[src/rtl/acc_core_pkg.sv]
// Shared opcodes, run-control states and instruction-register flags for the
// programmable accumulator core.
package acc_core_pkg;

  localparam logic [3:0] OP_ADD  = 4'h0;
  localparam logic [3:0] OP_SUB  = 4'h1;
  localparam logic [3:0] OP_SLL  = 4'h2;
  localparam logic [3:0] OP_BNZ  = 4'h3;
  localparam logic [3:0] OP_SRL  = 4'h4;
  localparam logic [3:0] OP_MUL  = 4'h5;
  localparam logic [3:0] OP_NAND = 4'h6;
  localparam logic [3:0] OP_XOR  = 4'h7;
  localparam logic [3:0] OP_ADDI = 4'h8;
  localparam logic [3:0] OP_LI   = 4'h9;
  localparam logic [3:0] OP_SLLI = 4'hA;
  localparam logic [3:0] OP_JMP  = 4'hB;
  localparam logic [3:0] OP_HALT = 4'hC;
  localparam logic [3:0] OP_CLR  = 4'hD;
  localparam logic [3:0] OP_LA   = 4'hE;
  localparam logic [3:0] OP_SA   = 4'hF;

  typedef enum logic [1:0] {
    ST_IDLE   = 2'd0,
    ST_RUN    = 2'd1,
    ST_STEP   = 2'd2,
    ST_HALTED = 2'd3
  } run_state_t;

  // An empty IR slot is the pipeline's NOP; flushing simply clears the flag.
  localparam logic IR_INVALID = 1'b0;
  localparam logic IR_VALID   = 1'b1;

  function automatic logic writes_acc(input logic [3:0] opcode);
    return !(opcode inside {OP_BNZ, OP_JMP, OP_HALT, OP_SA});
  endfunction

endpackage

[src/rtl/acc_core_alu.sv]
// Combinational execute stage: computes the next accumulator value and whether
// the executing opcode updates the accumulator at all.
module acc_core_alu
  import acc_core_pkg::*;
#(
  parameter int DW  = 8,
  parameter int OPW = 4
) (
  input  logic [3:0]     opcode,
  input  logic [DW-1:0]  acc,
  input  logic [DW-1:0]  mem,
  input  logic [OPW-1:0] op,
  output logic [DW-1:0]  alu_res,
  output logic           wr_acc
);

  logic [DW-1:0] imm;

  assign imm = DW'(signed'(op));

  always_comb begin
    alu_res = acc;
    wr_acc  = writes_acc(opcode);
    case (opcode)
      OP_ADD:  alu_res = acc + mem;
      OP_SUB:  alu_res = acc - mem;
      OP_SLL:  alu_res = acc << mem[2:0];
      OP_SRL:  alu_res = acc >> mem[2:0];
      OP_MUL:  alu_res = acc * mem;
      OP_NAND: alu_res = ~(acc & mem);
      OP_XOR:  alu_res = acc ^ mem;
      OP_ADDI: alu_res = acc + imm;
      OP_LI:   alu_res = imm;
      OP_SLLI: alu_res = acc << op[2:0];
      OP_CLR:  alu_res = '0;
      OP_LA:   alu_res = mem;
      default: alu_res = acc;
    endcase
  end

endmodule

[src/rtl/acc_core_prog.sv]
// Two-stage accumulator core with writable instruction memory, run-control FSM
// (idle/run/step/halted) and a combinational debug read port into data memory.
module acc_core_prog
  import acc_core_pkg::*;
#(
  parameter int DW     = 8,
  parameter int IMEM_D = 16,
  parameter int DMEM_D = 15,
  parameter int OPW    = 4,
  localparam int PCW   = $clog2(IMEM_D),
  localparam int DAW   = $clog2(DMEM_D),
  localparam int IW    = OPW + 4
) (
  input  logic           clk,
  input  logic           rst_n,
  input  logic           prog_we,
  input  logic [PCW-1:0] prog_addr,
  input  logic [IW-1:0]  prog_data,
  input  logic           start,
  input  logic           resume,
  input  logic           step,
  input  logic           halt_req,
  input  logic [DAW-1:0] dbg_addr,
  output logic [DW-1:0]  dbg_data,
  output logic [DW-1:0]  acc,
  output logic [PCW-1:0] pc,
  output logic [1:0]     state
);

  logic [IW-1:0]  imem [IMEM_D];
  logic [DW-1:0]  dmem [DMEM_D];

  run_state_t     state_q;
  logic [PCW-1:0] pc_q;
  logic [DW-1:0]  acc_q;
  logic [IW-1:0]  ir_q;
  logic           ir_valid_q;

  logic [3:0]     ir_opcode;
  logic [OPW-1:0] ir_op;
  logic [DAW-1:0] op_addr;
  logic           op_in_range;
  logic [DW-1:0]  mem_val;
  logic [DW-1:0]  alu_res;
  logic           wr_acc;
  logic           adv;
  logic           exec;
  logic           taken;
  logic           exec_halt;
  logic           exec_store;
  logic           prog_ok;

  assign ir_opcode   = ir_q[3:0];
  assign ir_op       = ir_q[IW-1:4];
  assign op_addr     = ir_op[DAW-1:0];
  assign op_in_range = 32'(ir_op) < DMEM_D;
  assign mem_val     = op_in_range ? dmem[op_addr] : '0;

  assign adv        = (state_q == ST_RUN) || (state_q == ST_STEP);
  assign exec       = adv && (ir_valid_q == IR_VALID);
  assign taken      = exec && ((ir_opcode == OP_JMP) ||
                               ((ir_opcode == OP_BNZ) && (acc_q != '0)));
  assign exec_halt  = exec && (ir_opcode == OP_HALT);
  assign exec_store = exec && (ir_opcode == OP_SA) && op_in_range;
  assign prog_ok    = (state_q == ST_IDLE) || (state_q == ST_HALTED);

  assign dbg_data = (32'(dbg_addr) < DMEM_D) ? dmem[dbg_addr] : '0;
  assign acc      = acc_q;
  assign pc       = pc_q;
  assign state    = state_q;

  acc_core_alu #(
    .DW  (DW),
    .OPW (OPW)
  ) u_alu (
    .opcode  (ir_opcode),
    .acc     (acc_q),
    .mem     (mem_val),
    .op      (ir_op),
    .alu_res (alu_res),
    .wr_acc  (wr_acc)
  );

  // Program memory survives reset so a loaded program can be rerun after rst_n.
  always_ff @(posedge clk) begin
    if (prog_we && prog_ok) begin
      imem[prog_addr] <= prog_data;
    end
  end

  always_ff @(posedge clk or negedge rst_n) begin
    if (!rst_n) begin
      for (int i = 0; i < DMEM_D; i++) begin
        dmem[i] <= '0;
      end
    end else if (exec_store) begin
      dmem[op_addr] <= acc_q;
    end
  end

  // HALT leaves pc at its own address+1 because the fetch behind it already happened.
  always_ff @(posedge clk or negedge rst_n) begin
    if (!rst_n) begin
      state_q    <= ST_IDLE;
      pc_q       <= '0;
      acc_q      <= '0;
      ir_q       <= '0;
      ir_valid_q <= IR_INVALID;
    end else begin
      case (state_q)
        ST_IDLE, ST_HALTED: begin
          if (start) begin
            state_q    <= ST_RUN;
            pc_q       <= '0;
            acc_q      <= '0;
            ir_valid_q <= IR_INVALID;
          end else if (resume && (state_q == ST_HALTED)) begin
            state_q <= ST_RUN;
          end else if (step) begin
            state_q <= ST_STEP;
          end
        end
        ST_RUN, ST_STEP: begin
          if (exec && wr_acc) begin
            acc_q <= alu_res;
          end
          if (taken) begin
            pc_q       <= ir_op[PCW-1:0];
            ir_valid_q <= IR_INVALID;
          end else if (exec_halt) begin
            ir_valid_q <= IR_INVALID;
          end else begin
            ir_q       <= imem[pc_q];
            ir_valid_q <= IR_VALID;
            pc_q       <= pc_q + PCW'(1);
          end
          if ((state_q == ST_RUN) && (exec_halt || halt_req)) begin
            state_q <= ST_HALTED;
          end else if ((state_q == ST_STEP) && (ir_valid_q == IR_VALID)) begin
            state_q <= ST_HALTED;
          end
        end
        default: state_q <= ST_IDLE;
      endcase
    end
  end

endmodule

[config.mk]
export PLATFORM = sky130hd
export DESIGN_NAME = acc_core_prog
export DESIGN_NICKNAME = d
export VERILOG_FILES = /design/src/rtl/acc_core_pkg.sv /design/src/rtl/acc_core_alu.sv /design/src/rtl/acc_core_prog.sv
export SDC_FILE = /design/constraint.sdc
export NUM_CORES = 1
export LEC_CHECK = 0
export CORE_ASPECT_RATIO = 0.75
export CORE_MARGIN = 2
export CORE_UTILIZATION = 45
export DETAILED_ROUTE_END_ITERATION = 16
export PLACE_DENSITY_LB_ADDON = 0.05
export SLEW_MARGIN = 20
export SYNTH_ARGS = -nofsm -noshare
export SYNTH_HDL_FRONTEND = slang
export SYNTH_SLANG_ARGS = --single-unit
[constraint.sdc]
create_clock -name clk -period 6.1 [get_ports clk]
set_clock_uncertainty 0.05 [all_clocks]
set_input_delay 1.22 -clock clk [delete_from_list [all_inputs] [get_ports clk]]
set_output_delay 1.22 -clock clk [all_outputs]
set_load 0.05 [all_outputs]
# Word-level counts from Yosys, hierarchy flattened
# Memories as Yosys holds them, arrays and structs flattened. A register that Yosys moved wholly into a read port is not among the register bits.
# Index checks and enable logic that the tools add are counted.
# totals
register_bits,135
inputBits,23
n_memories,1
out_inout_bits,22
mem_bits_rw,128
# classes
bitwise_logic,7
eq_ne,24
n_reduce_logical,28
n_shift,3
magnitude_cmp,5
mux,31
addsub,4
mul,1
# memory_table
memory,depth,word_bits,rd,rd_ports_with_merged_regs,write_ports,line,text
imem,16,8,1,1,1,acc_core_prog.sv:30,logic [IW-1:0] imem [IMEM_D];
# ops
operator,n
bitwise mux 120 bit,1
one-hot mux 8 bit (12 select lines),1
two-way mux 8 bit,9
binary-select mux 8 bit (select 4 bit),2
demux 8 bit (select 4 bit),1
equality test 4 bit (second input constant),8
adder 8 bit,2
equality test 4 x 3 -> 1 bit (second input constant),4
one-hot mux 8 bit (2 select lines),1
left shift 8 x 3 -> 8 bit,2
inequality test 13 x 1 -> 1 bit (second input constant),1
logical AND 1 bit,12
two-way mux 4 bit,3
>= comparator 5 bit (second input constant),2
two-way mux 2 bit,5
NOT 4 -> 5 bit,2
bitwise AND 8 bit,1
equality test 4 x 2 -> 1 bit (second input constant),2
< comparator 4 bit (second input constant),2
multiplier 8 x 8 -> 8 bit,1
NOT 8 bit,1
one-hot mux 4 bit (2 select lines),1
nonzero test 8 bit,1
>> shifter 8 x 3 -> 8 bit,1
22 further kinds,37

# Longest topological paths before layout
# logic_depth
ltp_word,10
depth_mapped,25
ltp_nobuf,21

# Modules after synthesis
# From an unflattened synthesis, not the netlist that was laid out.
# unflattened
hier_cells,1132
area_unflattened_um2,15233.4
# modules_own_cells
mod,cells_each,seq_area_each_um2,n_inst,area_per_inst_um2
acc_core_prog,754,7422.1,1,12489.5
acc_core_alu,378,0.0,1,2743.9

# Least setup slack after synthesis
# Ideal clock, no wire load.
# synth_path
kind,register to register
start,"register ir_q[4], read port of imem"
end,register acc_q[7] (netlist: acc[7])
setup_slack_ps,676
period_less_slack_ps,5424
setup_time_ps,130
t_arrival_ps,5244
t_required_ps,5920
path_buffers,3
path_stages_with_launch,22
path_cell_list,dfrtp_1 > buf_6 > mux4_1 > or2_1 > a32o_1 > buf_6 > clkbuf_1 > ha_1 > fa_1 > fa_1 > ha_1 > inv_1 > fa_1 > inv_1 > ha_1 > a21o_1 > a21oi_1 > xnor2_1 > xnor2_1 > xnor3_1 > a32oi_1 > a22oi_1
# synth_via
elab_chain_len,10
# synth_rtl
item,line,text
start: declaration,acc_core_prog.sv:36,logic [IW-1:0] ir_q;
branches (longest 7 deep; another with multiplier 8 x 8 -> 8 bit),--,
one-hot mux 8 bit (12 select lines) (*),acc_core_alu.sv:24,case (opcode)
two-way mux 8 bit (*),acc_core_prog.sv:124,if (exec && wr_acc) begin
one-hot mux 8 bit (2 select lines) (*),acc_core_prog.sv:110,case (state_q)
end signal: assignment,acc_core_prog.sv:125,acc_q <= alu_res;
end: declaration,acc_core_prog.sv:35,logic [DW-1:0] acc_q;
# Every way passes the cells marked *. The select of a mux whose other input is x is not followed.
# A chain may end at the register's enable or synchronous reset.

# Worst setup path after layout
# Same ends and word-level chain as after synthesis.

==> flow_results.xml <==
<?xml version="1.0" encoding="UTF-8"?>
<metrics>
  <group name="clocking">
    <metric name="clk_latency" unit="ns">0.57</metric>
    <metric name="htree_num_levels" unit="">1</metric>
    <metric name="cts_buffer_depth" unit="">3</metric>
    <metric name="cts_setup_buffers" unit="">0</metric>
    <metric name="ctsRootBufferMaster" unit="">sky130_fd_sc_hd__clkbuf_16</metric>
    <metric name="cts.repair.resized" unit="">0</metric>
    <metric name="tritoncts.num_buffers" unit="">29</metric>
    <metric name="cts_tree" unit="">built</metric>
    <metric name="count_of_hold_fix_buffers_inserted_at_cts" unit="">0</metric>
    <metric name="clk_pin_slew" unit="ns">0.06</metric>
    <metric name="cts_sink_count" unit="">271</metric>
  </group>
  <group name="global_routing">
    <metric name="largest_net_degree_at_the_start_of_global_routing" unit="">53</metric>
    <metric name="first_global_vias" unit="">9678</metric>
    <metric name="gr-usage-all-layers" unit="%">23.9</metric>
    <metric name="grt_antenna_before_repair" unit="">0</metric>
    <metric name="grt_pass1_wl" unit="mm">62.9</metric>
    <metric name="grt_overflow" unit="">0</metric>
  </group>
  <group name="floorplan">
    <metric name="core_area" unit="um2">33500</metric>
    <metric name="placementRows" unit="">58</metric>
    <metric name="die_area" unit="um2">35400</metric>
    <metric name="floorplan.die.width" unit="um">217</metric>
    <metric name="boundaryPins" unit="">45</metric>
    <metric name="die_y" unit="um">163</metric>
    <metric name="initial_utilization" unit="%">45.6</metric>
  </group>
  <group name="power_and_ir_drop">
    <metric name="cellLeakagePower" unit="nW">6.89</metric>
    <metric name="pwrdens" unit="nW/um2">425</metric>
    <metric name="ir_worst_vdd" unit="V">0.000229</metric>
  </group>
  <group name="finish">
    <metric name="num-fill-cells" unit="">2909</metric>
    <metric name="final_core_util" unit="%">50.6</metric>
    <metric name="multi_input_comb_area" unit="um2">7180</metric>
    <metric name="seq_cell_area" unit="um2">7430</metric>
    <metric name="areaGrowthSynthToFinish" unit="%">11.0</metric>
    <metric name="drive_gt1_share" unit="%">26.1</metric>
    <metric name="nNetsFinal" unit="">1241</metric>
    <metric name="antenna-diode-count" unit="">0</metric>
  </group>
  <group name="worst_setup_path">
    <metric name="worst-r2r-cell-count" unit="">20</metric>
    <metric name="worst_setup_path_startpoint" unit="">ir_q[4]</metric>
    <metric name="worst_ep_arrival_time" unit="ns">6.09</metric>
    <metric name="timing.reg2reg.setup_slack" unit="ns">0.40</metric>
    <metric name="r2r_start" unit="">ir_q[4]</metric>
    <metric name="worstSetupStartpointType" unit="">flip-flop</metric>
    <metric name="timing.critical_path.to" unit="">acc[7]</metric>
    <metric name="critical_path.reg2reg.endpoint" unit="">acc[7]</metric>
    <metric name="critPathKind" unit="">flip-flop to flip-flop</metric>
    <metric name="cp-end-kind" unit="">flip-flop</metric>
    <metric name="critPathRequiredTime" unit="ns">6.49</metric>
    <metric name="cp_max_fo" unit="">9</metric>
  </group>
  <group name="detailed_routing">
    <metric name="detail_route.drc_violations" unit="">0</metric>
    <metric name="drt-vias-per-instance" unit="">5.97</metric>
    <metric name="dr.pass1.iters" unit="">5</metric>
    <metric name="via_count" unit="">9791</metric>
    <metric name="wl_per_cell" unit="um">25.3</metric>
    <metric name="route.final.wire_length" unit="mm">41.4</metric>
    <metric name="drtIter0Drc" unit="">937</metric>
    <metric name="ant_nets" unit="">0</metric>
  </group>
  <group name="synth">
    <metric name="synth_edf_count" unit="">128</metric>
    <metric name="yosys.cell_types.count" unit="">80</metric>
    <metric name="synth.cell_area" unit="um2">15300</metric>
    <metric name="async_reset_ff_share" unit="%">52.8</metric>
    <metric name="netlist_instances" unit="">1139</metric>
    <metric name="synth_seq_area_share" unit="%">48.6</metric>
    <metric name="ys_dominant_reg_cell" unit="">sky130_fd_sc_hd__dfrtp_1</metric>
    <metric name="synth-warning-count" unit="">0</metric>
    <metric name="avgSynthCellArea" unit="um2">13.4</metric>
    <metric name="synth.ff_latch_count" unit="">271</metric>
    <metric name="syn-num-nets" unit="">1211</metric>
  </group>
  <group name="sta">
    <metric name="max_freq" unit="GHz">0.176</metric>
    <metric name="final_report_setup_violation_count" unit="">0</metric>
    <metric name="max_slew_headroom" unit="%">22.2</metric>
    <metric name="postLayoutSetupSlackWorst" unit="ns">0.403</metric>
    <metric name="hold_viol" unit="">0</metric>
    <metric name="timing.final.crit_share" unit="%">93.4</metric>
    <metric name="slew_viol_final" unit="">0</metric>
    <metric name="worst-slew-pin-transition" unit="ns">1.16</metric>
    <metric name="finalCriticalPeriod" unit="ns">5.70</metric>
    <metric name="sum_neg_setup_slack" unit="ns">0</metric>
    <metric name="setup_repair_after_global_routing_missed_its_margin" unit="">false</metric>
  </group>
  <group name="place">
    <metric name="io_buffers" unit="">44</metric>
    <metric name="dp_worst_setup_slack" unit="ns">0.408</metric>
    <metric name="dp.final_hpwl" unit="mm">29.1</metric>
    <metric name="gpl.final_weighted_congestion" unit="">0.895</metric>
  </group>
  <group name="flow_run">
    <metric name="cap_violations" unit="">0</metric>
  </group>
  <group name="run_status">
    <metric name="run_status" unit="">complete, no violations</metric>
  </group>
  <group name="min_path">
    <metric name="hp-class" unit="">flip-flop to flip-flop</metric>
  </group>
</metrics>
[Yosys cell counts (all sizes together) (5+ instances only)]
cell    instances  share of area (%)
mux2          110                8.1
nor2           49                1.2
xor2            6               0.34
dfrtp         143                 23
nand3          11               0.36
nor3           15               0.49
nand3b          7               0.34
fa             13                1.7
nand2b          5               0.20
inv            35               0.89
ha             36                3.0
mux2i          39                2.6
a21oi          35                1.2
clkbuf         52                1.7
o211ai         10               0.58
edfxtp        128                 25
buf            28                1.3
nor2b          15               0.61
nand2         109                2.8
and2           21               0.88
mux4           97                 15
o21ai          67                2.2
xnor2          17               0.98
a31oi           5               0.20
a21o            9               0.44
o22ai           5               0.25
or2             5               0.20
[layout make-up]
type	instances	area share [%]
Sequential cell	271	43.9
Multi-Input combinational cell	749	42.4
Clock buffer	39	4.57
Timing Repair Buffer	83	4.28
Tap cell	450	3.33
Inverter	35	0.805
Clock inverter	13	0.754
[where the power goes]
| group | internal [mW] | switching (mW) | leakage, nW |
|---|---|---|---|
| registers | 2.07 | 0.217 | 3.11 |
| clock network | 0.973 | 0.728 | 0.448 |
| logic | 1.30 | 1.90 | 3.33 |
[per-layer routing]
layer / global-route usage, % / share of wire (%)
met1: 37.3 / 48
met5: 0 / 0
met4: 4.23 / 1.4
met3: 5.51 / 7.9
met2: 34.0 / 42
[per-stage QoR]
| step | power (mW) | instance area [um2] | instances | hold slack (ns) |
|---|---|---|---|---|
| global placement | 5.50 | 16000 | 1588 | 0.427 |
| CTS | 7.22 | 16900 | 1640 | 0.456 |
| global route | 7.61 | 16900 | 1640 | 0.487 |
| detailed placement | 5.50 | 16000 | 1588 | 0.442 |
| floorplan | 4.67 | 15300 | 1139 | 0.408 |
| finish | 7.19 | 16900 | 1640 | 0.450 |
[state kept, by name, summed over array words and instances (netlist names)]
name,cells
acc,8
state,2
imem,128
ir_valid_q,1
ir_q,8
dmem,120
pc,4
[placed cells by master, fill, tap and decap left out, types with 5 or more instances in the layout]
| cell type | count |
|---|---|
| sky130_fd_sc_hd__xor2_1 | 6 |
| sky130_fd_sc_hd__nor2b_1 | 15 |
| sky130_fd_sc_hd__clkdlybuf4s50_1 | 41 |
| sky130_fd_sc_hd__mux2i_1 | 38 |
| sky130_fd_sc_hd__mux2_2 | 110 |
| sky130_fd_sc_hd__and2_1 | 19 |
| sky130_fd_sc_hd__fa_1 | 13 |
| sky130_fd_sc_hd__o21ai_0 | 64 |
| sky130_fd_sc_hd__mux4_2 | 87 |
| sky130_fd_sc_hd__clkbuf_16 | 29 |
| sky130_fd_sc_hd__ha_1 | 36 |
| sky130_fd_sc_hd__nand3b_1 | 7 |
| sky130_fd_sc_hd__xnor2_1 | 17 |
| sky130_fd_sc_hd__inv_1 | 33 |
| sky130_fd_sc_hd__nand2_1 | 107 |
| sky130_fd_sc_hd__dfrtp_1 | 140 |
| sky130_fd_sc_hd__nor3_1 | 13 |
| sky130_fd_sc_hd__nor2_1 | 49 |
| sky130_fd_sc_hd__edfxtp_1 | 128 |
| sky130_fd_sc_hd__nand3_1 | 11 |
| sky130_fd_sc_hd__a21oi_1 | 32 |
| sky130_fd_sc_hd__o211ai_1 | 9 |
| sky130_fd_sc_hd__a31oi_1 | 5 |
| sky130_fd_sc_hd__nand2b_1 | 5 |
| sky130_fd_sc_hd__clkbuf_1 | 9 |
| sky130_fd_sc_hd__clkinv_2 | 8 |
| sky130_fd_sc_hd__buf_4 | 39 |
| sky130_fd_sc_hd__mux4_1 | 10 |
| sky130_fd_sc_hd__a21o_1 | 9 |
[how the worst min path moves through the flow]
| stage | from | to | slack (ns) | depth (start not counted) |
|---|---|---|---|---|
| finish | dmem[23] | dmem[23] | 0.45 | 2 |
| global route | ir_valid_q | ir_valid_q | 0.49 | 1 |
| CTS | dmem[23] | dmem[23] | 0.46 | 2 |
| detailed placement | dmem[23] | dmem[23] | 0.44 | 2 |
| global placement | dmem[97] | dmem[97] | 0.43 | 2 |
| floorplan | dmem[39] | dmem[39] | 0.41 | 2 |
[logic make-up after synthesis]
logic type / count (synthesis) / share of synthesized area (%)
multiplexers: 246 / 25.3
buffers and inverters: 119 / 4.36
XOR/XNOR: 24 / 1.47
flip-flops: 271 / 48.6
AO/OA/AOI/OAI: 171 / 7.20
adder cells (fa/ha/maj): 49 / 4.66
AND/OR/NAND/NOR: 259 / 8.36
[worst max-delay path, stage by stage (launching register included)]
cell and delay [ns]:
sky130_fd_sc_hd__dfrtp_2 0.49, sky130_fd_sc_hd__buf_4 0.23, sky130_fd_sc_hd__mux4_1 0.56, sky130_fd_sc_hd__mux2i_1 0.14
sky130_fd_sc_hd__a21o_1 0.33, sky130_fd_sc_hd__inv_1 0.23, sky130_fd_sc_hd__and2_1 0.22, sky130_fd_sc_hd__fa_1 0.37
sky130_fd_sc_hd__fa_1 0.44, sky130_fd_sc_hd__ha_1 0.28, sky130_fd_sc_hd__inv_1 0.04, sky130_fd_sc_hd__fa_1 0.48
sky130_fd_sc_hd__inv_1 0.04, sky130_fd_sc_hd__ha_1 0.31, sky130_fd_sc_hd__a21o_1 0.19, sky130_fd_sc_hd__a21oi_1 0.17
sky130_fd_sc_hd__xnor2_1 0.17, sky130_fd_sc_hd__xnor2_1 0.19, sky130_fd_sc_hd__xnor3_1 0.34, sky130_fd_sc_hd__a32oi_1 0.20
sky130_fd_sc_hd__a22oi_1 0.10
(Power assumes the default switching activity.)
